**src/rtl/pc_fetch_unit_pkg.sv**
```systemverilog
// pc_fetch_unit_pkg
//   Shared definitions for the Lab2 RV32I program-counter / fetch unit:
//   fetch FSM state encoding, the NOP instruction loaded on reset and the
//   default ecall id that halts the core.
package pc_fetch_unit_pkg;

    typedef enum logic [1:0] {
        ST_FETCH = 2'd0,
        ST_EXEC  = 2'd1,
        ST_HALT  = 2'd2
    } fetch_state_t;

    // addi x0, x0, 0
    localparam logic [31:0] NOP_INST = 32'h0000_0013;

    // x17 value that turns an ecall into a halt request
    localparam int unsigned ECALL_HALT_ID_DEFAULT = 10;

endpackage

```
**src/rtl/pc_fetch_unit_next_pc.sv**
```systemverilog
// next_pc_calc
//   Purely combinational next-PC selection for the fetch unit.
//   Priority (highest first): jalr, jal, taken branch, fall-through pc+4.
//   All adds wrap modulo 2^XLEN.
// Ports:
//   pc        in  XLEN  current program counter
//   imm       in  XLEN  sign-extended immediate
//   rs1_data  in  XLEN  jalr base register value
//   is_jal, is_jalr, branch, is_ecall, bcond  in 1 each  control decisions
//   next_pc   out XLEN  selected next program counter
//   pc_plus4  out XLEN  pc + 4 (link value)
module next_pc_calc #(
    parameter int unsigned XLEN = 32
) (
    input  logic [XLEN-1:0] pc,
    input  logic [XLEN-1:0] imm,
    input  logic [XLEN-1:0] rs1_data,
    input  logic            is_jal,
    input  logic            is_jalr,
    input  logic            branch,
    input  logic            is_ecall,
    input  logic            bcond,
    output logic [XLEN-1:0] next_pc,
    output logic [XLEN-1:0] pc_plus4
);

    logic [XLEN-1:0] pc_rel;
    logic [XLEN-1:0] jalr_sum;
    logic            unused_ecall;

    // ecall always continues at pc+4; its halting effect lives in the FSM
    assign unused_ecall = is_ecall;

    assign pc_plus4 = pc + XLEN'(4);
    assign pc_rel   = pc + imm;
    assign jalr_sum = rs1_data + imm;

    always_comb begin
        next_pc = pc_plus4;
        if (is_jalr) begin
            next_pc = {jalr_sum[XLEN-1:1], 1'b0};
        end else if (is_jal) begin
            next_pc = pc_rel;
        end else if (branch && bcond) begin
            next_pc = pc_rel;
        end
    end

endmodule

```
**src/rtl/pc_fetch_unit.sv**
```systemverilog
// pc_fetch_unit
//   Owns the PC and the instruction-memory fetch handshake of the Lab2
//   RV32I core. Fetches one instruction, holds it while downstream logic
//   executes it, then advances the PC from the control/ALU decisions.
//   A halting ecall (x17 == ECALL_HALT_ID) parks the FSM in HALT until reset.
//   Optional build macro: PC_MISALIGN_TRAP_EN -- a misaligned next PC halts
//   the core with misalign_trap set; otherwise misalign_trap is tied low.
// Ports:
//   clk, reset (async, active-low)
//   imem_req/imem_addr/imem_ready/imem_rdata  instruction-memory handshake
//   inst, inst_valid        held instruction and its executing flag
//   exec_done               downstream commit of the current instruction
//   is_jal, is_jalr, branch, is_ecall, bcond, imm, rs1_data, x17_data
//                           next-PC / halt decision inputs
//   pc, pc_plus4            current PC and link value
//   is_halted, misalign_trap  sticky status flags
module pc_fetch_unit
    import pc_fetch_unit_pkg::*;
#(
    parameter int unsigned     XLEN          = 32,
    parameter logic [XLEN-1:0] RESET_PC      = '0,
    parameter int unsigned     ECALL_HALT_ID = ECALL_HALT_ID_DEFAULT
) (
    input  logic            clk,
    input  logic            reset,
    output logic            imem_req,
    output logic [XLEN-1:0] imem_addr,
    input  logic            imem_ready,
    input  logic [31:0]     imem_rdata,
    output logic [31:0]     inst,
    output logic            inst_valid,
    input  logic            exec_done,
    input  logic            is_jal,
    input  logic            is_jalr,
    input  logic            branch,
    input  logic            is_ecall,
    input  logic            bcond,
    input  logic [XLEN-1:0] imm,
    input  logic [XLEN-1:0] rs1_data,
    input  logic [XLEN-1:0] x17_data,
    output logic [XLEN-1:0] pc,
    output logic [XLEN-1:0] pc_plus4,
    output logic            is_halted,
    output logic            misalign_trap
);

    localparam logic [XLEN-1:0] HALT_ID = XLEN'(ECALL_HALT_ID);

    fetch_state_t    state;
    fetch_state_t    state_next;
    logic [XLEN-1:0] pc_q;
    logic [31:0]     inst_q;
    logic [XLEN-1:0] next_pc;
    logic            load_inst;
    logic            load_pc;
    logic            halt_ecall;

    next_pc_calc #(
        .XLEN(XLEN)
    ) u_next_pc (
        .pc       (pc_q),
        .imm      (imm),
        .rs1_data (rs1_data),
        .is_jal   (is_jal),
        .is_jalr  (is_jalr),
        .branch   (branch),
        .is_ecall (is_ecall),
        .bcond    (bcond),
        .next_pc  (next_pc),
        .pc_plus4 (pc_plus4)
    );

    assign halt_ecall = is_ecall && (x17_data == HALT_ID);

`ifdef PC_MISALIGN_TRAP_EN
    logic target_misaligned;
    logic set_trap;
    logic trap_q;

    assign target_misaligned = (next_pc[1:0] != 2'b00);
`endif

    always_comb begin
        state_next = state;
        imem_req   = 1'b0;
        inst_valid = 1'b0;
        load_inst  = 1'b0;
        load_pc    = 1'b0;
`ifdef PC_MISALIGN_TRAP_EN
        set_trap   = 1'b0;
`endif
        case (state)
            ST_FETCH: begin
                imem_req = 1'b1;
                if (imem_ready) begin
                    load_inst  = 1'b1;
                    state_next = ST_EXEC;
                end
            end
            ST_EXEC: begin
                inst_valid = 1'b1;
                if (exec_done) begin
                    // pc advances even on the halting ecall, so debug sees pc+4
                    load_pc = 1'b1;
                    if (halt_ecall) begin
                        state_next = ST_HALT;
                    end else begin
                        state_next = ST_FETCH;
                    end
`ifdef PC_MISALIGN_TRAP_EN
                    if (target_misaligned) begin
                        state_next = ST_HALT;
                        set_trap   = 1'b1;
                    end
`endif
                end
            end
            ST_HALT: begin
                state_next = ST_HALT;
            end
            default: begin
                state_next = ST_FETCH;
            end
        endcase
    end

    always_ff @(posedge clk or negedge reset) begin
        if (!reset) begin
            state  <= ST_FETCH;
            pc_q   <= RESET_PC;
            inst_q <= NOP_INST;
        end else begin
            state <= state_next;
            if (load_inst) begin
                inst_q <= imem_rdata;
            end
            if (load_pc) begin
                pc_q <= next_pc;
            end
        end
    end

`ifdef PC_MISALIGN_TRAP_EN
    always_ff @(posedge clk or negedge reset) begin
        if (!reset) begin
            trap_q <= 1'b0;
        end else if (set_trap) begin
            trap_q <= 1'b1;
        end
    end

    assign misalign_trap = trap_q;
`else
    assign misalign_trap = 1'b0;
`endif

    assign pc        = pc_q;
    assign imem_addr = pc_q;
    assign inst      = inst_q;
    // HALT is only left through reset, so the state itself is the sticky flag
    assign is_halted = (state == ST_HALT);

endmodule
```
**config.mk**
```make
export PLATFORM = sky130hd
export DESIGN_NAME = pc_fetch_unit
export DESIGN_NICKNAME = d
export VERILOG_FILES = /design/src/rtl/pc_fetch_unit_pkg.sv /design/src/rtl/pc_fetch_unit_next_pc.sv /design/src/rtl/pc_fetch_unit.sv
export SDC_FILE = /design/constraint.sdc
export NUM_CORES = 1
export LEC_CHECK = 0
export CAP_MARGIN = 20
export CORE_ASPECT_RATIO = 0.75
export CORE_MARGIN = 4
export CORE_UTILIZATION = 36
export CTS_BUF_LIST = sky130_fd_sc_hd__clkbuf_4
export DETAILED_ROUTE_END_ITERATION = 10
export PLACE_DENSITY = 0.67
export SYNTH_ARGS = -nofsm -noshare
export SYNTH_HDL_FRONTEND = slang
export SYNTH_SLANG_ARGS = --single-unit
```
**constraint.sdc**
```tcl
create_clock -name clk -period 2.7 [get_ports clk]
set_input_delay 0.54 -clock clk [delete_from_list [all_inputs] [get_ports clk]]
set_output_delay 0.54 -clock clk [all_outputs]
set_load 0.1 [all_outputs]
```
; ---- Yosys cells after proc, flatten, opt, wreduce, memory -nomap -nowiden
; Cells that the tools add are included.
[classes]
addsub = 3
eq_ne = 5
mux = 13
reduce_logical = 4
[op_table]
columns = operator, n
row1 = two-way mux 32 bit, 3
row2 = adder 32 bit, 2
row3 = adder 32 x 3 -> 32 bit (second input constant), 1
row4 = equality test 32 x 4 -> 1 bit (second input constant), 1
row5 = two-way mux 1 bit, 6
row6 = two-way mux 2 bit, 3
row7 = case mux 2 bit (3 select lines), 1
row8 = != test 2 bit (second input constant), 2
row9 = equality test 2 x 1 -> 1 bit (second input constant), 1
row10 = equality test 2 bit (second input constant), 1
row11 = logical AND 1 bit, 2
row12 = logical NOT 2 bit, 1
row13 = AND reduction 2 bit, 1
[totals]
reg_bits = 66
input_bits = 137
word_cells = 28

; ---- Logic depth before layout (Yosys ltp)
; Gate-level depths: netlist (run 1).
[logic_depth]
ltp_word = 5
ltp_mapped = 12
ltp_nobuf = 12

; ---- Hierarchy
; A second synthesis (run 1) with hierarchy kept.
[hier_totals]
hier_cells = 818
area_unflattened_um2 = 7377.1
[modules_own_cells]
columns = module, n_inst, cells_each, area_each_um2, seq_area_each_um2
row1 = next_pc_calc, 1, 626, 4312.9, 0.0
row2 = pc_fetch_unit, 1, 192, 3064.2, 1655.3

; ---- Worst setup path after synthesis (run 1)
; Ideal clock, no wire load.
[synth_path]
kind = reg2reg
start = register pc_q[2] (netlist: imem_addr[2])
end = register pc_q[24] (netlist: imem_addr[24])
setup_ns = 0.095
arrival_ns = 4.652
setup_slack_ns = -2.047
path_stages_with_launch = 11
synth_period_minus_slack_ns = 4.747
cell_sequence = dfrtp_1 ha_1 nand4_1 nor4_1 nor2b_1 nand4_1 xnor2_1 nor2_1 nor3_1 a32oi_1 o31ai_1
[synth_via]
elab_chain_cells = 4
[synth_lines]
columns = item, line_no
row1 = from (decl), pc_fetch_unit.sv:51  ; logic [XLEN-1:0] pc_q;
row2 = from (signal assigned), pc_fetch_unit.sv:138  ; pc_q <= next_pc;
row3 = adder 32 x 3 -> 32 bit, pc_fetch_unit_next_pc.sv:34  ; assign pc_plus4 = pc + XLEN'(4);
row4 = net pc_plus4[24], pc_fetch_unit.sv:42  ; output logic [XLEN-1:0] pc_plus4,
row5 = two-way mux 32 bit, pc_fetch_unit_next_pc.sv:44  ; end else if (branch && bcond) begin
row6 = two-way mux 32 bit, pc_fetch_unit_next_pc.sv:42  ; end else if (is_jal) begin
row7 = two-way mux 32 bit, pc_fetch_unit_next_pc.sv:40  ; if (is_jalr) begin
; The timed path passes the listed nets, and every way through them passes these cells.
; A chain may end at the register's enable or synchronous reset.

; ---- Worst setup path after layout (run 1)
[layout_path]
start = register pc_q[7] (netlist: imem_addr[7])
end = output port pc_plus4[27]
[layout_via]
elab_chain_cells = 1
[layout_lines]
columns = item, line_no
row1 = adder 32 x 3 -> 32 bit, pc_fetch_unit_next_pc.sv:34
row2 = to (decl), pc_fetch_unit.sv:42
; No other way between the ends.

==> results of run 1 <==
## per-stage QoR
step / std cells / util [%] / hold slack, ps
after floorplan: 878 / - / 244
final: 1640 / 70.2 / 72.4
after global routing: 1640 / 70.2 / 101
after detailed placement: 1556 / 62.2 / 497
after CTS: 1613 / 67.7 / 76.4
after global placement: 1556 / 62.2 / 489
## worst max-delay path, delay by kind of cell (launching register included)
family,cells,cell delay (ps)
xor+xnor,1,220
flops,1,430
simple gates,6,1010
buf+inv,3,460
## registers in the layout, indices dropped and copies added (netlist names)
| name | cells |
|---|---|
| imem_addr | 32 |
| state | 2 |
| inst | 32 |
## worst min path at each step
stage	startpoint	end	cells after the start
3_3_place_gp	inst[9]$_DFFE_PN0P_	inst[9]$_DFFE_PN0P_	1
6_report	reset	imem_addr[7]$_DFFE_PN0P_	2
3_5_place_dp	inst[22]$_DFFE_PN0P_	inst[22]$_DFFE_PN0P_	1
4_1_cts	reset	imem_addr[30]$_DFFE_PN0P_	2
5_1_grt	reset	imem_addr[5]$_DFFE_PN0P_	2
2_1_floorplan	reset	imem_addr[12]$_DFFE_PN0P_	0
## cells in the final DEF (no fill, tap or decap), types with 28 or more instances in the layout
| master | Yosys | routed |
|---|---|---|
| buf_4 | 35 | 361 |
| clkdlybuf4s50_1 | 0 | 120 |
| a21oi_1 | 84 | 73 |
| nand2_1 | 74 | 66 |
| nor2_1 | 72 | 66 |
| ha_1 | 62 | 47 |
| dfrtp_1 | 63 | 35 |
| mux2_2 | 33 | 33 |
| o21ai_0 | 49 | 33 |
| buf_12 | 0 | 31 |
| buf_6 | 0 | 28 |
## area by class of cell
class	count	area, µm²	share of cell area, %
repair buffers	558	5020	36.9
clock inverters	7	92.6	0.681
well taps	253	317	2.33
multi-input cells	729	6310	46.4
diodes	2	5.00	0.0368
clock buffers	9	67.6	0.497
flip-flops and latches	66	1730	12.7
inverters	16	60.1	0.442
## power groups by stage
stage | logic (µW) | registers (µW) | clock network, µW
floorplan | 6730 | 4400 | 0
global placement | 13200 | 1910 | 0
detailed placement | 13200 | 1920 | 0
CTS | 14100 | 1890 | 811
global route | 15400 | 1940 | 850
finish | 14900 | 1900 | 800
## layer usage
metal	up-vias	global-route usage [%]	routed length, µm
li1	4233	-	-
met1	4305	39.9	14600
met2	447	43.2	14500
met3	37	5.60	3460
met4	0	5.68	387
met5	-	0	0
## kinds of logic after synthesis
group	after synthesis
AOI/OAI and AO/OA	268
xor gates and xnor gates	75
adders and majority gates	64
buffers and inverters	83
DFF	66
muxes	37
other	1
and+or+nand+nor	284
## what timing repair did
item                       in CTS  in global routing
setup endpoints to repair      48                 51
buffers inserted               42                 30
hold endpoints to repair        0                  0
resized for setup             131                 62
pin swaps                      79                 50
==> flow_metrics.env, run 1 <==
export IMPL_timing_slew_headroom_pct=61.3
export IMPL_cp_required_ps=2160
export IMPL_start_kind="register"
export IMPL_powerDensity_nw_per_um2=1290
export IMPL_total_power_uw=17600
export IMPL_htreeDepth=3
export IMPL_synth_top_area_share_pct=22.1
export IMPL_layout_drive_gt1_share_pct=46.5
export IMPL_avgSynthCellArea_um2=8.11
export IMPL_ios=269
export IMPL_gr_total_overflow=0
export IMPL_irDropWorstVdd_v=0.00121
export IMPL_place_detailed_hpwl_um=25600
export IMPL_hold_viol=0
export IMPL_critical_path_class="reg -> out"
export IMPL_die_x_um=170
export IMPL_clkPwrFrac_pct=4.6
export IMPL_antenna_found_initial=2
export IMPL_cts_root_buffer="clkbuf_4"
export IMPL_cpPeakStageDelay_ps=430
export IMPL_violations="setup timing"
export IMPL_synth_cell_types=61
export IMPL_p_seq_share_pct=10.8
export IMPL_fin_area_um2=13600
export IMPL_synth_simple_area_share_pct=19.3
export IMPL_cp_max_fo=3
export IMPL_rsz0062_at_grt="yes"
export IMPL_crit_path_end_kind="primary output"
export IMPL_routed_wl_um=33000
export IMPL_worstPathArrival_ps=2600
export IMPL_vias=9022
export IMPL_synthToLayoutAreaGrowth_pct=90.9
export IMPL_synth_edf_count=0
export IMPL_wire_per_inst_um=20.1
export IMPL_synth_compound_area_share_pct=24.7
export IMPL_fmax_mhz=319
export IMPL_worstPathCellList="buf_6 -> and3_4 -> nand4_1 -> nor2_1 -> nand4_1 -> nor2_4 -> buf_12 -> nand3_4 -> xnor2_4 -> buf_12"
export IMPL_core_um2=19400
export IMPL_cap_violations=0
export IMPL_setup_viol=44
export IMPL_clkSinkCount=66
export IMPL_yosysSeqAreaShare_pct=23.2
export IMPL_synth_xor_area_share_pct=9.22
export IMPL_fin_nets=1581
export IMPL_syn_area_um2=7120
export IMPL_r2r_end="imem_addr[15]$_DFFE_PN0P_"
export IMPL_clock_skew_ps=24.9
export IMPL_run_status="complete, but fails checks"
export IMPL_synth_flop_cell="dfrtp_1"
export IMPL_drc=0
export IMPL_cts_tree="yes"
export IMPL_synth_area_leaders="dfrtp_1 22%, ha_1 11%, a21oi_1 5.9%, mux2_2 5.2%, xnor2_1 4.9%"
export IMPL_synthTopCellsByCount="84 x a21oi_1, 74 x nand2_1, 72 x nor2_1"
export IMPL_tightest_slew_ps=580
export IMPL_syn_nets=1079
export IMPL_slowest_stage="dfrtp_4"
export IMPL_synthAdderAreaFrac_pct=11.5
export IMPL_fill_cells=1517
export IMPL_clockBufferDepth=2
export IMPL_die_y_um=130
export IMPL_reg2reg_setup_slack_ps=-320
export IMPL_rows=44
export IMPL_p_switching_uw=10700
export IMPL_grt_pass1_wl_um=47900
export IMPL_swShare_pct=60.8
export IMPL_yosys_warnings=0
export IMPL_endpoint="pc_plus4[27]"
export IMPL_yosys_cell_count_top_type="a21oi_1"
export IMPL_ys_ff_latch=66
export IMPL_gp_congestion=0.964
export IMPL_fin_crit_ps=3140
export IMPL_layout_setup_ws_ps=-436
export IMPL_reg2reg_depth=14
export IMPL_clkTransAtPathRegs_ps=120
export IMPL_drt_iter0_markers=740
export IMPL_synthCells=878
export IMPL_start_util_pct=36.8
export IMPL_rr_startpoint="imem_addr[2]$_DFFE_PN0P_"
export IMPL_grt_max_degree=67
export IMPL_p_int_uw=6890
export IMPL_ctsHoldBuffers=0
export IMPL_grt_pass1_vias=8556
export IMPL_worstSkewPairLatency_ps=450
export IMPL_viasPerCell=5.50
export IMPL_synthMuxAreaShare_pct=5.78
export IMPL_setup_tns_ps=-9030
export IMPL_finalMaxSlewViolations=0
export IMPL_leakagePower_uw=0.00599
export IMPL_antenna_left=0
export IMPL_place_area_um2=12100
export IMPL_portBuffers=267
export IMPL_numCtsBuffers=9
export IMPL_p_comb_share_pct=84.6
export IMPL_ys_async_sr_fraction_pct=100
export IMPL_synth_top_area_cell="dfrtp_1"
export IMPL_preCtsSetupSlack_ps=-847
export IMPL_dieArea_um2=22100
export IMPL_synth_top_family_by_area="compound AO/OA/AOI/OAI gates"
export IMPL_track_usage_pct=27.7
export IMPL_first_pass_iters=5
export IMPL_hold_class="in -> async"
export IMPL_fin_crit_sh_pct=116
export IMPL_critPathLaunch="imem_addr[7]$_DFFE_PN0P_"
(Power assumes the default switching activity.)
==> inputs of run 2 (changes only) <==
--- a/config.mk
+++ b/config.mk
@@ -7,9 +7,8 @@
 export LEC_CHECK = 0
 export CAP_MARGIN = 20
 export CORE_ASPECT_RATIO = 0.75
-export CORE_MARGIN = 4
 export CORE_UTILIZATION = 36
-export CTS_BUF_LIST = sky130_fd_sc_hd__clkbuf_4
+export CTS_BUF_LIST = sky130_fd_sc_hd__clkbuf_8 sky130_fd_sc_hd__clkbuf_16
 export DETAILED_ROUTE_END_ITERATION = 10
 export PLACE_DENSITY = 0.67
 export SYNTH_ARGS = -nofsm -noshare
==> run 2 against run 1 <==
- the flow still finishes with violations (setup timing)
- utilization fell by 0.65 points
- combinational power fell by 3%
- fmax rose by 7.9%
- critical endpoint is now pc_plus4[24]
==> flow_metrics.env, run 2 (synthesis results as in run 1) <==
export IMPL_start_kind="register"
export IMPL_antenna_left=0
export IMPL_rows=44
export IMPL_track_usage_pct=29.8
export IMPL_rr_startpoint="imem_addr[3]$_DFFE_PN0P_"
export IMPL_clkTransAtPathRegs_ps=60
export IMPL_fin_crit_sh_pct=108
export IMPL_worstPathCellList="buf_6 -> ha_4 -> nand4_1 -> nor4_4 -> nor2b_4 -> nand4_1 -> xnor2_4 -> buf_12"
export IMPL_fin_area_um2=13500
export IMPL_gp_congestion=0.953
export IMPL_whs_ps=245
export IMPL_clkSinkCount=66
export IMPL_fill_cells=1485
export IMPL_fmax_mhz=344
export IMPL_timing_slew_headroom_pct=51.1
export IMPL_grt_pass1_vias=8248
export IMPL_slowest_stage="dfrtp_4"
export IMPL_finalMaxSlewViolations=0
export IMPL_rsz0062_at_grt="yes"
export IMPL_drc=0
export IMPL_critPathTopFamily="simple AND/OR/NAND/NOR gates"
export IMPL_layout_setup_ws_ps=-206
export IMPL_cp_common_cell="nand4_1"
export IMPL_antenna_found_initial=0
export IMPL_clkPwrFrac_pct=7.0
export IMPL_fin_crit_ps=2910
export IMPL_critPathBufInv=2
export IMPL_final_cell_mix="345 x buf_4, 107 x clkdlybuf4s50_1, 69 x nand2_1, 69 x a21oi_1, 66 x nor2_1"
export IMPL_powerDensity_nw_per_um2=1300
export IMPL_grt_max_degree=33
export IMPL_worstSkewPairLatency_ps=350
export IMPL_first_pass_iters=7
export IMPL_reg2reg_depth=13
export IMPL_p_switching_uw=10500
export IMPL_place_area_um2=12100
export IMPL_viasPerCell=5.52
export IMPL_portBuffers=267
export IMPL_drt_iter0_markers=840
export IMPL_numCtsBuffers=9
export IMPL_die_x_um=164
export IMPL_layout_drive_gt1_share_pct=46.9
export IMPL_hold_viol=0
export IMPL_dieArea_um2=20400
export IMPL_vias=8916
export IMPL_cpPeakStageDelay_ps=410
export IMPL_setup_tns_ps=-3030
export IMPL_setup_viol=28
export IMPL_leakagePower_uw=0.00593
export IMPL_diodes=0
export IMPL_grt_pass1_wl_um=46100
export IMPL_ios=269
export IMPL_synthToLayoutAreaGrowth_pct=89.1
export IMPL_start_util_pct=36.8
export IMPL_crit_path_end_kind="primary output"
export IMPL_routed_wl_um=31100
export IMPL_clockBufferDepth=2
export IMPL_place_detailed_hpwl_um=24400
export IMPL_cap_violations=0
export IMPL_die_y_um=124
export IMPL_fin_nets=1557
export IMPL_tightest_slew_ps=734
export IMPL_p_int_uw=6970
export IMPL_critical_path_class="reg -> out"
export IMPL_swShare_pct=60.1
export IMPL_cts_root_buffer="clkbuf_16"
export IMPL_worstPathArrival_ps=2370
export IMPL_regArea_um2=1730
export IMPL_violations="setup timing"
export IMPL_ctsHoldBuffers=0
export IMPL_run_status="complete, but fails checks"
export IMPL_p_seq_share_pct=10.8
export IMPL_core_um2=19400
export IMPL_cp_max_fo=5
export IMPL_reg2reg_setup_slack_ps=-190
export IMPL_multi_input_area_um2=6280
export IMPL_hold_class="in -> async"
export IMPL_gr_total_overflow=0
export IMPL_p_comb_share_pct=82.3
export IMPL_irDropWorstVdd_v=0.00126
export IMPL_layout_commonest_cell="buf_4"
export IMPL_wire_per_inst_um=19.2
export IMPL_r2r_end="imem_addr[13]$_DFFE_PN0P_"
export IMPL_htreeDepth=3
export IMPL_cp_required_ps=2160
export IMPL_clock_skew_ps=9.54
export IMPL_cts_tree="yes"
-- run 2: cell count changes in the layout (fill, tap and decap cells not counted), moves of 5 or more --
cell             before  now
clkbuf_16             0    9
ha_1                 47   37
a21oi_2               9   15
ha_4                 14   24
buf_4               361  345
clkbuf_4              9    0
buf_2                 1    7
nand3_2               2    7
buf_6                28   21
clkdlybuf4s50_1     120  107
-- run 2: stage by stage --
stage          worst slack [ps]  std cells  util (%)  total power [µW]
6_report                   -206       1614      69.5             17500
5_1_grt                    -339       1614      69.5             18100
4_1_cts                    -186       1606      67.7             17000
3_5_place_dp               -845       1553      62.2             15100
3_3_place_gp               -780       1553      62.2             15100
2_1_floorplan              -495        878         -             11100
-- run 2: repair_timing --
action                     4_1_cts  5_1_grt
pin swaps                       78       54
gates resized for setup        145       66
cloned                           0        0
setup endpoints to repair       45       42
buffers inserted                37       11
-- run 2: how the worst max path moves through the flow --
stage                     slack [ps]  cells after the start                     start                        end
final                           -210                      8  imem_addr[2]$_DFFE_PN0P_               pc_plus4[24]
after CTS                       -190                      8  imem_addr[2]$_DFFE_PN0P_               pc_plus4[24]
after global placement          -780                     12                    imm[1]  imem_addr[26]$_DFFE_PN0P_
after detailed placement        -840                     12                    imm[1]  imem_addr[31]$_DFFE_PN0P_
after global routing            -340                     12  imem_addr[3]$_DFFE_PN0P_  imem_addr[31]$_DFFE_PN0P_
after floorplan                 -500                      7  imem_addr[9]$_DFFE_PN0P_               pc_plus4[31]
-- run 2: worst register-to-register path: cells and delay by family, from the launching register on --
kind	cells	cell delay (ps)
buffers and inverters	3	370
flip-flops	1	480
XOR/XNOR	1	90
AO/OA/AOI/OAI	6	1250
adder cells (fa/ha/maj)	1	230
AND/OR/NAND/NOR	2	390
-- run 2: power groups by stage --
| stage | Sequential (µW) | Clock [µW] | Combinational (µW) |
|---|---|---|---|
| floorplan | 4400 | 0 | 6730 |
| global placement | 1890 | 0 | 13200 |
| detailed placement | 1900 | 0 | 13200 |
| CTS | 1870 | 1240 | 13900 |
| global route | 1920 | 1280 | 14900 |
| finish | 1880 | 1220 | 14400 |
-- run 2: routing by layer --
layer  GRT usage [%]  part of all wire [%]  vias to the layer above
li1                -                     -                     4185
met5               0                     0                        -
met4            6.71                   1.2                        0
met1            43.8                    46                     4263
met3            5.23                   9.3                       27
met2            45.2                    44                      441
-- run 2: cell type report --
| class | count | area share (%) |
|---|---|---|
| multi-input combinational | 729 | 46.7 |
| timing repair buffer | 534 | 35.4 |
| sequential | 66 | 12.9 |
| tap | 253 | 2.35 |
| clock buffer | 9 | 1.67 |
| clock inverter | 7 | 0.567 |
| inverter | 16 | 0.446 |
